==> config.mk <==
export PLATFORM = sky130hd
export DESIGN_NAME = counter_seq_flat
export DESIGN_NICKNAME = d
export VERILOG_FILES = /design/src/rtl/counter_seq_if.sv /design/src/rtl/counter_seq.sv /design/src/flat_wrapper.sv
export SDC_FILE = /design/constraint.sdc
export NUM_CORES = 1
export LEC_CHECK = 0
export BUFFER_PORTS_ARGS = -buffer_cell sky130_fd_sc_hd__buf_2
export CORE_MARGIN = 2
export CORE_UTILIZATION = 50
export CTS_BUF_LIST = sky130_fd_sc_hd__clkbuf_16
export DETAILED_ROUTE_END_ITERATION = 10
export HOLD_SLACK_MARGIN = 0.06
export PLACE_DENSITY_LB_ADDON = 0.25
export SYNTH_ARGS = -nofsm -noshare
export SYNTH_HDL_FRONTEND = slang
export SYNTH_SLANG_ARGS = --single-unit
export TNS_END_PERCENT = 30
==> constraint.sdc <==
create_clock -name clk -period 5 [get_ports clk]
set_input_delay 0.25 -clock clk [delete_from_list [all_inputs] [get_ports clk]]
set_output_delay 0.25 -clock clk [all_outputs]
set_load 0.01 [all_outputs]
==> src/rtl/counter_seq_if.sv <==
// Command push channel into counter_seq: valid/ready handshake carrying opcode and argument.
interface counter_seq_if;
    logic       cmd_valid;
    logic       cmd_ready;
    logic [1:0] cmd_op;
    logic [7:0] cmd_arg;

    modport master (output cmd_valid, output cmd_op, output cmd_arg, input cmd_ready);
    modport slave  (input cmd_valid, input cmd_op, input cmd_arg, output cmd_ready);
endinterface

==> src/rtl/counter_seq.sv <==
// Command FIFO plus FSM driving an 8-bit preloadable counter; outputs move 2 cycles after a push into an idle block.
// Backpressure: cmd_ready is low while the FIFO is full or reset is asserted.
module counter_seq #(
    parameter int FIFO_DEPTH  = 4,
    parameter int WAIT_TO     = 1023,
    parameter bit IDLE_ENABLE = 1'b1
) (
    input  logic         clk,
    input  logic         reset,
    counter_seq_if.slave cmd,
    input  logic         clr_err,
    input  logic [7:0]   cout,
    output logic         enable,
    output logic         preload,
    output logic [3:0]   pl_data,
    output logic         busy,
    output logic         done,
    output logic         err
);
    localparam int          AW       = (FIFO_DEPTH > 1) ? $clog2(FIFO_DEPTH) : 1;
    localparam logic [AW:0] FULL_CNT = (AW+1)'(FIFO_DEPTH);
    localparam logic [15:0] TO_LAST  = 16'(WAIT_TO - 1);

    localparam logic [1:0] OP_RUN  = 2'd0;
    localparam logic [1:0] OP_LOAD = 2'd1;
    localparam logic [1:0] OP_HOLD = 2'd2;
    localparam logic [1:0] OP_WAIT = 2'd3;

    typedef enum logic [2:0] {S_IDLE, S_RUN, S_LOAD, S_HOLD, S_WAIT} state_t;

    logic [9:0]    r_mem [FIFO_DEPTH];
    logic [AW-1:0] r_wptr, r_rptr;
    logic [AW:0]   r_count;
    logic          w_full, w_empty, w_push, w_pop;
    logic [1:0]    w_head_op;
    logic [7:0]    w_head_arg;

    state_t        r_state, w_state_nxt;
    logic [7:0]    r_cnt, w_cnt_nxt;
    logic [7:0]    r_tgt, w_tgt_nxt;
    logic [15:0]   r_wcnt, w_wcnt_nxt;
    logic          r_enable, r_preload, r_done, r_err;
    logic [3:0]    r_pl_data;
    logic          w_enable_nxt, w_preload_nxt, w_err_nxt;
    logic [3:0]    w_pl_data_nxt;
    logic          w_match, w_timeout, w_last;

    assign w_full        = (r_count == FULL_CNT);
    assign w_empty       = (r_count == '0);
    assign cmd.cmd_ready = !w_full && !reset;
    assign w_push        = cmd.cmd_valid && cmd.cmd_ready;
    assign {w_head_op, w_head_arg} = r_mem[r_rptr];

    always_ff @(posedge clk) begin
        if (w_push) r_mem[r_wptr] <= {cmd.cmd_op, cmd.cmd_arg};
    end

    always_ff @(posedge clk or posedge reset) begin
        if (reset) begin
            r_wptr  <= '0;
            r_rptr  <= '0;
            r_count <= '0;
        end else begin
            if (w_push) r_wptr <= r_wptr + 1'b1;
            if (w_pop)  r_rptr <= r_rptr + 1'b1;
            case ({w_push, w_pop})
                2'b10:   r_count <= r_count + 1'b1;
                2'b01:   r_count <= r_count - 1'b1;
                default: r_count <= r_count;
            endcase
        end
    end

    // Match beats timeout when both land on the same cycle.
    assign w_match   = (cout == r_tgt);
    assign w_timeout = (r_wcnt == TO_LAST);

    always_comb begin
        w_last = 1'b0;
        case (r_state)
            S_RUN, S_HOLD: w_last = (r_cnt == 8'd0);
            S_LOAD:        w_last = 1'b1;
            S_WAIT:        w_last = w_match || w_timeout;
            default:       w_last = 1'b0;
        endcase
    end

    assign w_pop = !w_empty && ((r_state == S_IDLE) || w_last);

    always_ff @(posedge clk or posedge reset) begin
        if (reset) begin
            r_state   <= S_IDLE;
            r_cnt     <= '0;
            r_tgt     <= '0;
            r_wcnt    <= '0;
            r_enable  <= 1'b0;
            r_preload <= 1'b0;
            r_pl_data <= '0;
            r_done    <= 1'b0;
            r_err     <= 1'b0;
        end else begin
            r_state   <= w_state_nxt;
            r_cnt     <= w_cnt_nxt;
            r_tgt     <= w_tgt_nxt;
            r_wcnt    <= w_wcnt_nxt;
            r_enable  <= w_enable_nxt;
            r_preload <= w_preload_nxt;
            r_pl_data <= w_pl_data_nxt;
            r_done    <= w_last;
            r_err     <= w_err_nxt;
        end
    end

    // Count register holds remaining cycles minus one, so arg 0 wraps to 256 cycles.
    always_comb begin
        w_state_nxt = r_state;
        w_cnt_nxt   = r_cnt;
        w_tgt_nxt   = r_tgt;
        w_wcnt_nxt  = r_wcnt;
        w_err_nxt   = r_err;
        if (clr_err) w_err_nxt = 1'b0;
        if ((r_state == S_WAIT) && w_timeout && !w_match) w_err_nxt = 1'b1;
        if (w_pop) begin
            case (w_head_op)
                OP_RUN:  w_state_nxt = S_RUN;
                OP_LOAD: w_state_nxt = S_LOAD;
                OP_HOLD: w_state_nxt = S_HOLD;
                default: w_state_nxt = S_WAIT;
            endcase
            w_cnt_nxt  = w_head_arg - 8'd1;
            w_tgt_nxt  = w_head_arg;
            w_wcnt_nxt = '0;
        end else if (w_last) begin
            w_state_nxt = S_IDLE;
        end else begin
            if ((r_state == S_RUN) || (r_state == S_HOLD)) w_cnt_nxt = r_cnt - 8'd1;
            if (r_state == S_WAIT) w_wcnt_nxt = r_wcnt + 16'd1;
        end
    end

    always_comb begin
        w_enable_nxt  = 1'b0;
        w_preload_nxt = 1'b0;
        w_pl_data_nxt = r_pl_data;
        case (w_state_nxt)
            S_IDLE: w_enable_nxt = IDLE_ENABLE;
            S_RUN:  w_enable_nxt = 1'b1;
            S_LOAD: begin
                w_enable_nxt  = 1'b1;
                w_preload_nxt = 1'b1;
                w_pl_data_nxt = w_tgt_nxt[3:0];
            end
            default: w_enable_nxt = 1'b0;
        endcase
    end

    // In WAIT the counter must stop on the very cycle cout reaches the target.
    assign enable  = (r_state == S_WAIT) ? (cout != r_tgt) : r_enable;
    assign preload = r_preload;
    assign pl_data = r_pl_data;
    assign done    = r_done;
    assign err     = r_err;
    assign busy    = (r_state != S_IDLE) || !w_empty;
endmodule

==> src/flat_wrapper.sv <==
// flat-port wrapper written by rule: the top's interface ports become plain ports
module counter_seq_flat 
#(
    parameter int FIFO_DEPTH  = 4,
    parameter int WAIT_TO     = 1023,
    parameter bit IDLE_ENABLE = 1'b1
)
  (clk, reset, clr_err, cout, enable, preload, pl_data, busy, done, err, cmd_cmd_valid, cmd_cmd_op, cmd_cmd_arg, cmd_cmd_ready);
  counter_seq_if cmd_i ();
  input  logic clk;
  input  logic reset;
  input  logic clr_err;
  input  logic [7:0] cout;
  output logic enable;
  output logic preload;
  output logic [3:0] pl_data;
  output logic busy;
  output logic done;
  output logic err;
  input wire logic [$bits(cmd_i.cmd_valid)-1:0] cmd_cmd_valid;
  input wire logic [$bits(cmd_i.cmd_op)-1:0] cmd_cmd_op;
  input wire logic [$bits(cmd_i.cmd_arg)-1:0] cmd_cmd_arg;
  output wire logic [$bits(cmd_i.cmd_ready)-1:0] cmd_cmd_ready;
  assign cmd_i.cmd_valid = cmd_cmd_valid;
  assign cmd_i.cmd_op = cmd_cmd_op;
  assign cmd_i.cmd_arg = cmd_cmd_arg;
  assign cmd_cmd_ready = cmd_i.cmd_ready;
  counter_seq #(.FIFO_DEPTH(FIFO_DEPTH), .WAIT_TO(WAIT_TO), .IDLE_ENABLE(IDLE_ENABLE)) u_core (.clk(clk), .reset(reset), .cmd(cmd_i), .clr_err(clr_err), .cout(cout), .enable(enable), .preload(preload), .pl_data(pl_data), .busy(busy), .done(done), .err(err));
endmodule
==> out/qor_table.md, run 1 <==
| Item | Reported |
|---|---|
| Final wirelength | 7944 µm |
| Unrepaired setup endpoints after global routing | false |
| Part of the Yosys area used for sequential elements | 57.60% |
| Final min period | 3.885 ns |
| Area fraction of the dominant cell type after synthesis | 29.39% |
| RD Place Congestion | 0.8339 |
| Type of the most critical hold path | in2reg |
| Count of instances resized after the clock tree is built | 0 |
| Average footprint of a synthesized cell | 12.60 µm² |
| Outcome | complete, no violations |
| Kind of cell with the highest combined delay on the critical path | simple AND/OR/NAND/NOR gates |
| EDFF count, synth | 40 |
| H-tree depth reported by CTS | 3 |
| DPL Wire Length | 5342 µm |
| DRC | 0 |
| Combined area of the multi-input logic cells | 1679 µm² |
| Critical Path Slowest Stage Cell | sky130_fd_sc_hd__nor4_1 |
| Remaining number of nets flagged by the antenna check after routing | 0 |
| Clock tree from TritonCTS | built |
| Max-slew violation total from the final report | 0 |
| CP cell instances | nor4_1 -> a21boi_1 -> nor3_2 -> nand2_1 -> inv_2 -> mux2i_1 -> ha_1 -> nor3b_1 -> nor3b_1 -> or2_2 -> o21ai_1 -> a221oi_1 |
| First-pass iteration count of the detailed router | 4 |
| Congestion Overflow GR | 0 |
| Crit Path Class | reg2reg |
| Actual slew at the worst max-slew pin | 1.055 ns |
| Flip-flop and latch count after synthesis | 90 |
| Area delta synth->final | 12.87% |
| Cell types occupying the most area after synthesis | sky130_fd_sc_hd__dfrtp_1, sky130_fd_sc_hd__edfxtp_1, sky130_fd_sc_hd__mux4_1 |
| Startpoint kind of the worst setup timing path | flop |
| Worst endpoint data arrival time | 4.13 ns |
| Post-DR vias/cell | 5.654 |
| Synthesized cell area | 4258 µm² |
| Die Height | 96.28 µm |
| Highest cell delay on the worst timing path | 0.55 ns |
| Total of buffers placed on input and output ports | 31 |
| Gate count of the mapped netlist | 338 |
| Largest net degree at the start of global routing | 51 |
| Clk buf depth | 2 |
| Number of nets in the finished design | 404 |
| Average routed wire per standard cell | 16.48 µm |
| Fillcell total | 679 |
| Cell type with the largest total area after synthesis | sky130_fd_sc_hd__dfrtp_1 |
| Number of rows in the core area | 33 |
| Layout cell share with drive strength beyond 1 | 17.51% |
| Final sum of negative setup slack | 0 ns |
| CTS Root Buffer Type | sky130_fd_sc_hd__clkbuf_16 |
| IO Pins | 32 |
| Total core area | 8217 µm² |
| Number of distinct library cell variants in the gate-level netlist after synthesis | 53 |
| Number of vias after detailed routing | 2,725 |
| Largest driver fanout on the critical path | 15 |
| Prevailing post-synth register cell | sky130_fd_sc_hd__dfrtp_1 |
| Initial antenna violation count | 0 |
| Total CTS buffers | 9 |
| Required time at the endpoint of the critical path | 5.25 ns |
| Worst skew pair latency | 0.35 ns |
| Horiz. Die Dim | 96.28 µm |
| Endpoints failing hold | 0 |
| Setup skew after layout | 0.01055 ns |
| Fraction of synthesis flops using an asynchronous set or reset pin | 55.56% |
| Most common cell after layout, fill and taps aside | sky130_fd_sc_hd__dfrtp_1 |
| Clock transition at the registers of the reported paths | 0.07 ns |
| Upper clock frequency limit | 257.4 MHz |
| Number of clock sinks | 90 |
| CTS Hold Bufs | 0 |
| Starting density of the core | 51.82% |
| Most frequent cells in the layout | sky130_fd_sc_hd__dfrtp_1, sky130_fd_sc_hd__edfxtp_1, sky130_fd_sc_hd__nand2_1, sky130_fd_sc_hd__buf_2, sky130_fd_sc_hd__xnor2_1 |
| Cell repeated most along the worst path | sky130_fd_sc_hd__nor3b_1 |
| Worst Setup End Kind | flop |
| # Max-Cap Violations | 0 |
| LEAKAGE | 1.993 nW |
| Combined global-route utilization of all metal layers | 19.12% |
| Postcts setup bufs | 0 |
| Power per standard cell area | 351.9 nW/µm² |
| Synth Net Count | 370 |
| Number of setup violations in the final report | 0 |
| Peak supply drop | 0.0002284 V |
| DIE AREA | 9270 µm² |
| DRC marker count from the first detailed-route iteration | 179 |
| Critical path buffers and inverters | 1 |
| Wire length of the first global-routing pass | 13,190 µm |
| Post-Route Hold Slack | 0.09032 ns |
| YS warnings | 0 |
| Tightest slew margin relative to the limit | 29.67% |
| Register area | 2452 µm² |
| Crit share post-route | 77.70% |
| Diodes inserted | 0 |
| Via count of the first global-routing pass | 2,687 |
synth_stat cells, types with 8 or more instances:
| library cell | count |
|---|---|
| sky130_fd_sc_hd__inv_1 | 20 |
| sky130_fd_sc_hd__mux4_1 | 8 |
| sky130_fd_sc_hd__xnor2_1 | 24 |
| sky130_fd_sc_hd__a21oi_1 | 9 |
| sky130_fd_sc_hd__nand2_1 | 31 |
| sky130_fd_sc_hd__mux2_2 | 8 |
| sky130_fd_sc_hd__o21ai_0 | 8 |
| sky130_fd_sc_hd__nor2_1 | 22 |
| sky130_fd_sc_hd__dfrtp_1 | 50 |
| sky130_fd_sc_hd__nor4_1 | 9 |
| sky130_fd_sc_hd__edfxtp_1 | 40 |
| sky130_fd_sc_hd__ha_1 | 9 |
per-layer routing:
layer  GRT usage (%)  share of wire, %
met3           4.229               3.9
met1           26.21                47
met2           30.09                48
met5               0                 0
met4           6.786               1.2
final cells by class:
class	instances	share of cell area, %
clock inverter	7	1.588
sequential	90	51.03
multi-input combinational	218	34.94
tap	105	2.734
timing repair buffer	32	3.385
clock buffer	9	4.686
inverter	21	1.640
final timing paths:
path | slack (ns) | from | depth (start not counted) | to
setup / recovery | 1.12 | u_core.r_cnt[0] | 12 | u_core.r_cnt[6]
min in group asynchronous | 0.17 | reset | 2 | u_core.r_wcnt[3]
hold / removal | 0.09 | clr_err | 2 | u_core.err
hold reg to reg | 0.50 | u_core.r_count[0] | 1 | u_core.r_count[0]
setup reg to reg | 1.12 | u_core.r_cnt[0] | 12 | u_core.r_cnt[6]
max in group asynchronous | 4.16 | reset | 2 | u_core.r_wcnt[12]
through the flow:
| step | util (%) | setup slack [ns] | std cells | power [W] | area, µm² |
|---|---|---|---|---|---|
| 3_3_place_gp | 54.82 | 1.301 | 466 | 0.001018 | 4504 |
| 5_1_grt | 58.49 | 0.7418 | 482 | 0.001763 | 4806 |
| 6_report | 58.49 | 1.115 | 482 | 0.001691 | 4806 |
| 3_5_place_dp | 54.82 | 1.085 | 466 | 0.001028 | 4504 |
| 2_1_floorplan | - | 1.785 | 338 | 0.0009708 | 4258 |
| 4_1_cts | 58.49 | 1.068 | 482 | 0.001708 | 4806 |
kinds of logic after synthesis:
| logic type | share of synthesized area [%] |
|---|---|
| flip-flops | 57.60 |
| AND/OR/NAND/NOR | 14.02 |
| multiplexers | 9.286 |
| buffers and inverters | 2.968 |
| XOR/XNOR | 5.760 |
| AO/OA/AOI/OAI | 7.259 |
| adder cells (fa/ha/maj) | 3.115 |
state kept, by name (all words and copies together), names as in the netlist, 2 cells and up:
register        cells
u_core.pl_data      4
u_core.r_count      3
u_core.r_state      3
u_core.r_cnt        8
u_core.r_rptr       2
u_core.r_wcnt      16
u_core.r_tgt        8
u_core.r_mem       40
u_core.r_wptr       2
report_power, final:
part | leakage (nW) | switching (W) | internal, W
Clock | 0.149 | 0.000323 | 0.000356
Combinational | 0.887 | 0.0000997 | 0.0000578
Sequential | 0.957 | 0.0000236 | 0.000830
Note: power is estimated with default switching activity, not from simulation.
==> run 2, diff against run 1 <==
==> constraint.sdc (replaced) <==
create_clock -name clk -period 3.93 [get_ports clk]
set_input_delay 0.1965 -clock clk [delete_from_list [all_inputs] [get_ports clk]]
set_output_delay 0.1965 -clock clk [all_outputs]
set_load 0.01 [all_outputs]
==> run 2 against run 1 <==
- hold slack lost 0.020 ns
- global-route usage barely moved
- die area is the same
- register-to-register slack worse by 0.63 ns
- clock-buffer cell count did not move
- first-iteration DRC count down 2.8%
- power rose by 26%
- routed wire length fell by 0.62%
- sequential cell count unchanged
- critical endpoint unchanged
- largest power group unchanged
==> out/qor_table.md, run 2 (synthesized netlist as in run 1, its figures left out) <==
| Item | Reported |
|---|---|
| Setup skew after layout | 0.01122 ns |
| Horiz. Die Dim | 96.28 µm |
| Final wirelength | 7895 µm |
| Diodes inserted | 0 |
| Placed cell area | 4519 µm² |
| Final Cell Area | 4851 µm² |
| Crit Path Class | reg2reg |
| Flip-flop count of the largest register, all copies and words added | 40 |
| Tightest slew margin relative to the limit | 32.97% |
| Number of rows in the core area | 33 |
| Registers with the highest flip-flop counts | u_core.r_mem x40, u_core.r_wcnt x16 |
| Most common cell after layout, fill and taps aside | sky130_fd_sc_hd__dfrtp_1 |
| DPL Wire Length | 5528 µm |
| Post-DR vias/cell | 5.509 |
| Power per standard cell area | 439.5 nW/µm² |
| Total core area | 8217 µm² |
| RD Place Congestion | 0.8592 |
| Most frequent cells in the layout | sky130_fd_sc_hd__dfrtp_1, sky130_fd_sc_hd__edfxtp_1, sky130_fd_sc_hd__nand2_1, sky130_fd_sc_hd__buf_2, sky130_fd_sc_hd__xnor2_1 |
| Upper clock frequency limit | 290.0 MHz |
| Crit share post-route | 87.74% |
| Number of vias after detailed routing | 2,683 |
| Via count of the first global-routing pass | 2,740 |
| DRC marker count from the first detailed-route iteration | 174 |
| Final core utilization | 59.04% |
| Worst skew pair latency | 0.34 ns |
| Area delta synth->final | 13.93% |
| H-tree depth reported by CTS | 3 |
| Worst endpoint data arrival time | 3.69 ns |
| Average routed wire per standard cell | 16.21 µm |
| Startpoint kind of the worst setup timing path | flop |
| Switching power | 0.0005495 W |
| Clock tree from TritonCTS | built |
| LEAKAGE | 2.015 nW |
| # Max-Cap Violations | 0 |
| Worst Setup End Kind | flop |
| Largest net degree at the start of global routing | 51 |
| Remaining number of nets flagged by the antenna check after routing | 0 |
| Count of instances resized after the clock tree is built | 0 |
| Peak supply drop | 0.0003387 V |
| Initial antenna violation count | 0 |
| Clock transition at the registers of the reported paths | 0.07 ns |
| Largest driver fanout on the critical path | 9 |
| Final sum of negative setup slack | 0 ns |
| Endpoints failing hold | 0 |
| Type of the most critical hold path | in2reg |
| Wire length of the first global-routing pass | 13,230 µm |
| Number of clock sinks | 90 |
| Clk buf depth | 2 |
| Number of setup violations in the final report | 0 |
| Number of nets in the finished design | 409 |
| Total of buffers placed on input and output ports | 31 |
| Most flop-heavy register | u_core.r_mem |
| CTS Root Buffer Type | sky130_fd_sc_hd__clkbuf_16 |
| Congestion Overflow GR | 0 |
| Total CTS buffers | 9 |
| Combined area of the multi-input logic cells | 1679 µm² |
| First-pass iteration count of the detailed router | 5 |
| Sequential group share of total power | 50.9% |
| Starting density of the core | 51.82% |
| Sw Ratio | 25.77% |
| Required time at the endpoint of the critical path | 4.17 ns |
| Max-slew violation total from the final report | 0 |
| Unrepaired setup endpoints after global routing | false |
| CTS Hold Bufs | 3 |
| Actual slew at the worst max-slew pin | 1.004 ns |
| Final min period | 3.448 ns |
| Fillcell total | 662 |
| IO Pins | 32 |
| DRC | 0 |
| Layout cell share with drive strength beyond 1 | 17.80% |
| Combinational Power Share | 9.2% |
| Outcome | complete, no violations |
| Register area | 2452 µm² |
| Postcts setup bufs | 0 |
| Internal power summed over all cells | 0.001583 W |
| Part of the total power dissipated in the clock network | 39.8% |
| DIE AREA | 9270 µm² |
| Combined global-route utilization of all metal layers | 19.13% |
| Die Height | 96.28 µm |
## run 2: changes by cell type in the layout (fill, tap and decap cells not counted), sizes merged
cell         before  now
buf              32   34
inv              26   25
clkinv            2    3
dlygate4sd3       0    3
## run 2: stage by stage
step | worst slack [ns] | power [W] | std cells | hold slack [ns]
global route | 0.06594 | 0.002231 | 487 | 0.06253
floorplan | 0.7152 | 0.001235 | 338 | 0.2929
detailed placement | 0.5221 | 0.001304 | 468 | 0.4132
CTS | 0.4986 | 0.002155 | 487 | 0.06110
global placement | 0.6519 | 0.001294 | 468 | 0.3902
finish | 0.4818 | 0.002132 | 487 | 0.07061
## run 2: critical path, stage by stage (launching register included)
cell	delay (ns)
sky130_fd_sc_hd__dfrtp_1	0.42
sky130_fd_sc_hd__nor4_1	0.53
sky130_fd_sc_hd__a21boi_1	0.21
sky130_fd_sc_hd__nor3_2	0.32
sky130_fd_sc_hd__nand2_1	0.14
sky130_fd_sc_hd__inv_2	0.18
sky130_fd_sc_hd__mux2i_1	0.21
sky130_fd_sc_hd__ha_1	0.26
sky130_fd_sc_hd__nor3b_1	0.32
sky130_fd_sc_hd__nor3b_1	0.27
sky130_fd_sc_hd__or2_2	0.15
sky130_fd_sc_hd__o21ai_1	0.05
sky130_fd_sc_hd__a221oi_1	0.28
## run 2: cell type report
class,instances,area share [%]
clock buffer,9,4.643
clock inverter,7,1.573
inverter,21,1.625
multi-input combinational,218,34.61
sequential,90,50.55
tap,105,2.708
timing repair buffer,37,4.282
## run 2: path summary, 6_finish.rpt
path	from	end	slack, ns	depth (start not counted)
hold reg to reg	u_core.r_count[0]	u_core.r_count[0]	0.49	1
setup / recovery	u_core.r_cnt[0]	u_core.r_cnt[6]	0.48	12
max in group asynchronous	reset	u_core.r_cnt[4]	3.20	2
min in group asynchronous	reset	u_core.r_enable	0.10	2
setup reg to reg	u_core.r_cnt[0]	u_core.r_cnt[6]	0.48	12
hold / removal	cmd_cmd_op[0]	u_core.r_mem[1][8]	0.07	1
## run 2: routing by layer
layer	GRT usage, %	share of wire, %	up-vias
met1	25.10	46	1303
met3	3.994	3.7	5
li1	-	-	1327
met5	0	0	-
met4	6.429	0.65	0
met2	31.71	50	48
## run 2: power by group through the flow
| stage | combinational [W] | sequential (W) | clock, W |
|---|---|---|---|
| finish | 0.000197 | 0.00109 | 0.000849 |
| CTS | 0.000201 | 0.00109 | 0.000867 |
| global placement | 0.000190 | 0.00110 | 0 |
| floorplan | 0.000139 | 0.00110 | 0 |
| detailed placement | 0.000199 | 0.00111 | 0 |
| global route | 0.000227 | 0.00109 | 0.000911 |
==> run 3, diff against run 2 <==
--- a/config.mk
+++ b/config.mk
@@ -6,7 +6,7 @@
 export NUM_CORES = 1
 export LEC_CHECK = 0
 export BUFFER_PORTS_ARGS = -buffer_cell sky130_fd_sc_hd__buf_2
-export CORE_MARGIN = 2
+export CORE_MARGIN = 3
 export CORE_UTILIZATION = 50
 export CTS_BUF_LIST = sky130_fd_sc_hd__clkbuf_16
 export DETAILED_ROUTE_END_ITERATION = 10
@@ -15,4 +15,4 @@
 export SYNTH_ARGS = -nofsm -noshare
 export SYNTH_HDL_FRONTEND = slang
 export SYNTH_SLANG_ARGS = --single-unit
-export TNS_END_PERCENT = 30
+export TNS_END_PERCENT = 1
==> run 3 against run 2 <==
- sequential cell count stayed put
- sequential share of layout area about the same
- routed wire length up 0.58%
- die area rose by 4.2%
- global-route usage is 1.4 points lower
- power barely moved
- critical endpoint unchanged
- highest routed layer unchanged
==> out/qor_table.md, run 3 (synthesized netlist as in run 1, its figures left out) <==
| Item | Reported |
|---|---|
| Number of rows in the core area | 33 |
| H-tree depth reported by CTS | 3 |
| # Max-Cap Violations | 0 |
| Remaining number of nets flagged by the antenna check after routing | 0 |
| DPL Wire Length | 5492 µm |
| Cell repeated most along the worst path | sky130_fd_sc_hd__nor3b_1 |
| Diodes inserted | 0 |
| Combined area of the multi-input logic cells | 1685 µm² |
| Setup skew after layout | 0.006152 ns |
| Largest net degree at the start of global routing | 51 |
| Most frequent cells in the layout | sky130_fd_sc_hd__dfrtp_1, sky130_fd_sc_hd__edfxtp_1, sky130_fd_sc_hd__nand2_1, sky130_fd_sc_hd__buf_2, sky130_fd_sc_hd__xnor2_1 |
| CP cell instances | nor4_2 -> a21boi_1 -> nor3_2 -> nand2_1 -> inv_2 -> mux2i_1 -> ha_1 -> nor3b_1 -> nor3b_1 -> or2_2 -> o21ai_1 -> a221oi_1 |
| Required time at the endpoint of the critical path | 4.17 ns |
| Via count of the first global-routing pass | 2,776 |
| Worst skew pair latency | 0.34 ns |
| RD Place Congestion | 0.8632 |
| Final wirelength | 7941 µm |
| Largest driver fanout on the critical path | 7 |
| Origin of the worst min-delay path | cmd_cmd_arg[6] |
| Combined global-route utilization of all metal layers | 17.69% |
| Placed cell area | 4519 µm² |
| Worst Setup End Kind | flop |
| Final min period | 3.488 ns |
| Setup slack of the worst register-to-register path | 0.44 ns |
| Starting density of the core | 51.56% |
| Clk buf depth | 2 |
| Outcome | complete, no violations |
| Peak supply drop | 0.0003312 V |
| Startpoint kind of the worst setup timing path | flop |
| Combinational Power Share | 9.2% |
| Number of vias after detailed routing | 2,703 |
| Max-slew violation total from the final report | 0 |
| Tightest slew margin relative to the limit | 31.87% |
| Final sum of negative setup slack | 0 ns |
| Actual slew at the worst max-slew pin | 1.020 ns |
| Congestion Overflow GR | 0 |
| Sequential group share of total power | 51.0% |
| Fillcell total | 691 |
| Power per standard cell area | 439.4 nW/µm² |
| Worst endpoint data arrival time | 3.73 ns |
| Registers with the highest flip-flop counts | u_core.r_mem x40, u_core.r_wcnt x16 |
| Unrepaired setup endpoints after global routing | false |
| Number of nets in the finished design | 409 |
| DRC marker count from the first detailed-route iteration | 102 |
| Total of buffers placed on input and output ports | 31 |
| DRC | 0 |
| Part of the total power dissipated in the clock network | 39.8% |
| Number of clock sinks | 90 |
| IO Pins | 32 |
| Total Power | 0.002133 W |
| Critical Path Slowest Stage Cell | sky130_fd_sc_hd__nor4_2 |
| Number of cells on the worst reg-to-reg path | 12 |
| Hold-critical path endpoint | u_core.r_mem[0][6] |
| Highest cell delay on the worst timing path | 0.47 ns |
| Layout cell share with drive strength beyond 1 | 18.06% |
| Total core area | 8258 µm² |
| Clock tree from TritonCTS | built |
| Initial antenna violation count | 0 |
| Horiz. Die Dim | 98.28 µm |
| Destination of the worst register-to-register timing path | u_core.r_cnt[6] |
| Internal power summed over all cells | 0.001583 W |
| Crit share post-route | 88.75% |
| DIE AREA | 9659 µm² |
| LEAKAGE | 2.017 nW |
| Endpoints failing hold | 0 |
| RR Startpoint | u_core.r_cnt[1] |
| Die Height | 98.28 µm |
| Post-DR vias/cell | 5.550 |
| Final Cell Area | 4855 µm² |
| Most flop-heavy register | u_core.r_mem |
| Area delta synth->final | 14.02% |
| CTS Root Buffer Type | sky130_fd_sc_hd__clkbuf_16 |
| Clock transition at the registers of the reported paths | 0.07 ns |
| Crit Path Class | reg2reg |
| Flip-flop count of the largest register, all copies and words added | 40 |
| Total CTS buffers | 9 |
| Most common cell after layout, fill and taps aside | sky130_fd_sc_hd__dfrtp_1 |
| Sw Ratio | 25.78% |
| Hold path depth | 1 |
| Wire length of the first global-routing pass | 13,580 µm |
| Upper clock frequency limit | 286.7 MHz |
| Average routed wire per standard cell | 16.31 µm |
| Type of the most critical hold path | in2reg |
| Switching power | 0.0005500 W |
| First-pass iteration count of the detailed router | 4 |
| Number of setup violations in the final report | 0 |
| Register area | 2452 µm² |
[run 3: changes by cell type in the layout (fill, tap and decap cells not counted)]
cell	before	now
sky130_fd_sc_hd__clkinv_8	1	0
sky130_fd_sc_hd__inv_6	1	0
sky130_fd_sc_hd__inv_8	3	5
sky130_fd_sc_hd__nor4_1	9	8
sky130_fd_sc_hd__nor4_2	0	1
[run 3: cell type report]
| cell class | instances | area share, % |
|---|---|---|
| multi-input combinational | 218 | 34.72 |
| inverter | 21 | 1.624 |
| tap | 105 | 2.706 |
| timing repair buffer | 37 | 4.278 |
| clock inverter | 7 | 1.521 |
| sequential | 90 | 50.52 |
| clock buffer | 9 | 4.639 |
[run 3: stage by stage]
step	setup slack, ns	hold slack [ns]	util (%)	instances
2_1_floorplan	0.7152	0.2929	-	338
3_3_place_gp	0.6487	0.3814	54.73	468
3_5_place_dp	0.3793	0.3896	54.73	468
4_1_cts	0.3207	0.06102	58.71	487
5_1_grt	0.06928	0.06205	58.79	487
6_report	0.4419	0.06853	58.79	487
[run 3: timing repair]
action | in CTS | in global routing
setup endpoints to repair | 0 | 1
gates resized for setup | 0 | 1
endpoints found under the hold margin | 9 | 0
hold buffers | 3 | 0
buffers inserted | 0 | 0
[run 3: power by group through the flow]
stage               Sequential, W  Clock (W)  Combinational (W)
floorplan                 0.00110          0           0.000139
global placement          0.00110          0           0.000188
detailed placement        0.00111          0           0.000197
CTS                       0.00109   0.000872           0.000199
global route              0.00109   0.000912           0.000223
finish                    0.00109   0.000849           0.000196
[run 3: worst max path at each step]
stage	to	start	slack, ns	cells after the start
CTS	u_core.r_cnt[6]	u_core.r_cnt[0]	0.32	12
global placement	u_core.r_cnt[6]	u_core.r_cnt[0]	0.65	12
finish	u_core.r_cnt[6]	u_core.r_cnt[1]	0.44	12
detailed placement	u_core.r_cnt[6]	u_core.r_cnt[0]	0.38	12
floorplan	u_core.r_cnt[6]	u_core.r_cnt[1]	0.72	13
global route	u_core.r_cnt[6]	u_core.r_cnt[1]	0.07	12
[run 3: layer usage]
metal	vias up	track usage [%]	part of all wire [%]
li1	1323	-	-
met3	10	3.786	3.1
met4	0	5.882	1.4
met1	1326	23.74	46
met2	44	28.81	50
met5	-	0	0
[run 3: critical path, delay by kind of cell (launching register included)]
family	cells	cell delay (ns)
AOI/OAI and AO/OA	3	0.55
buffers and inverters	1	0.17
adders and majority gates	1	0.27
muxes	1	0.21
DFF	1	0.42
and+or+nand+nor	6	1.76
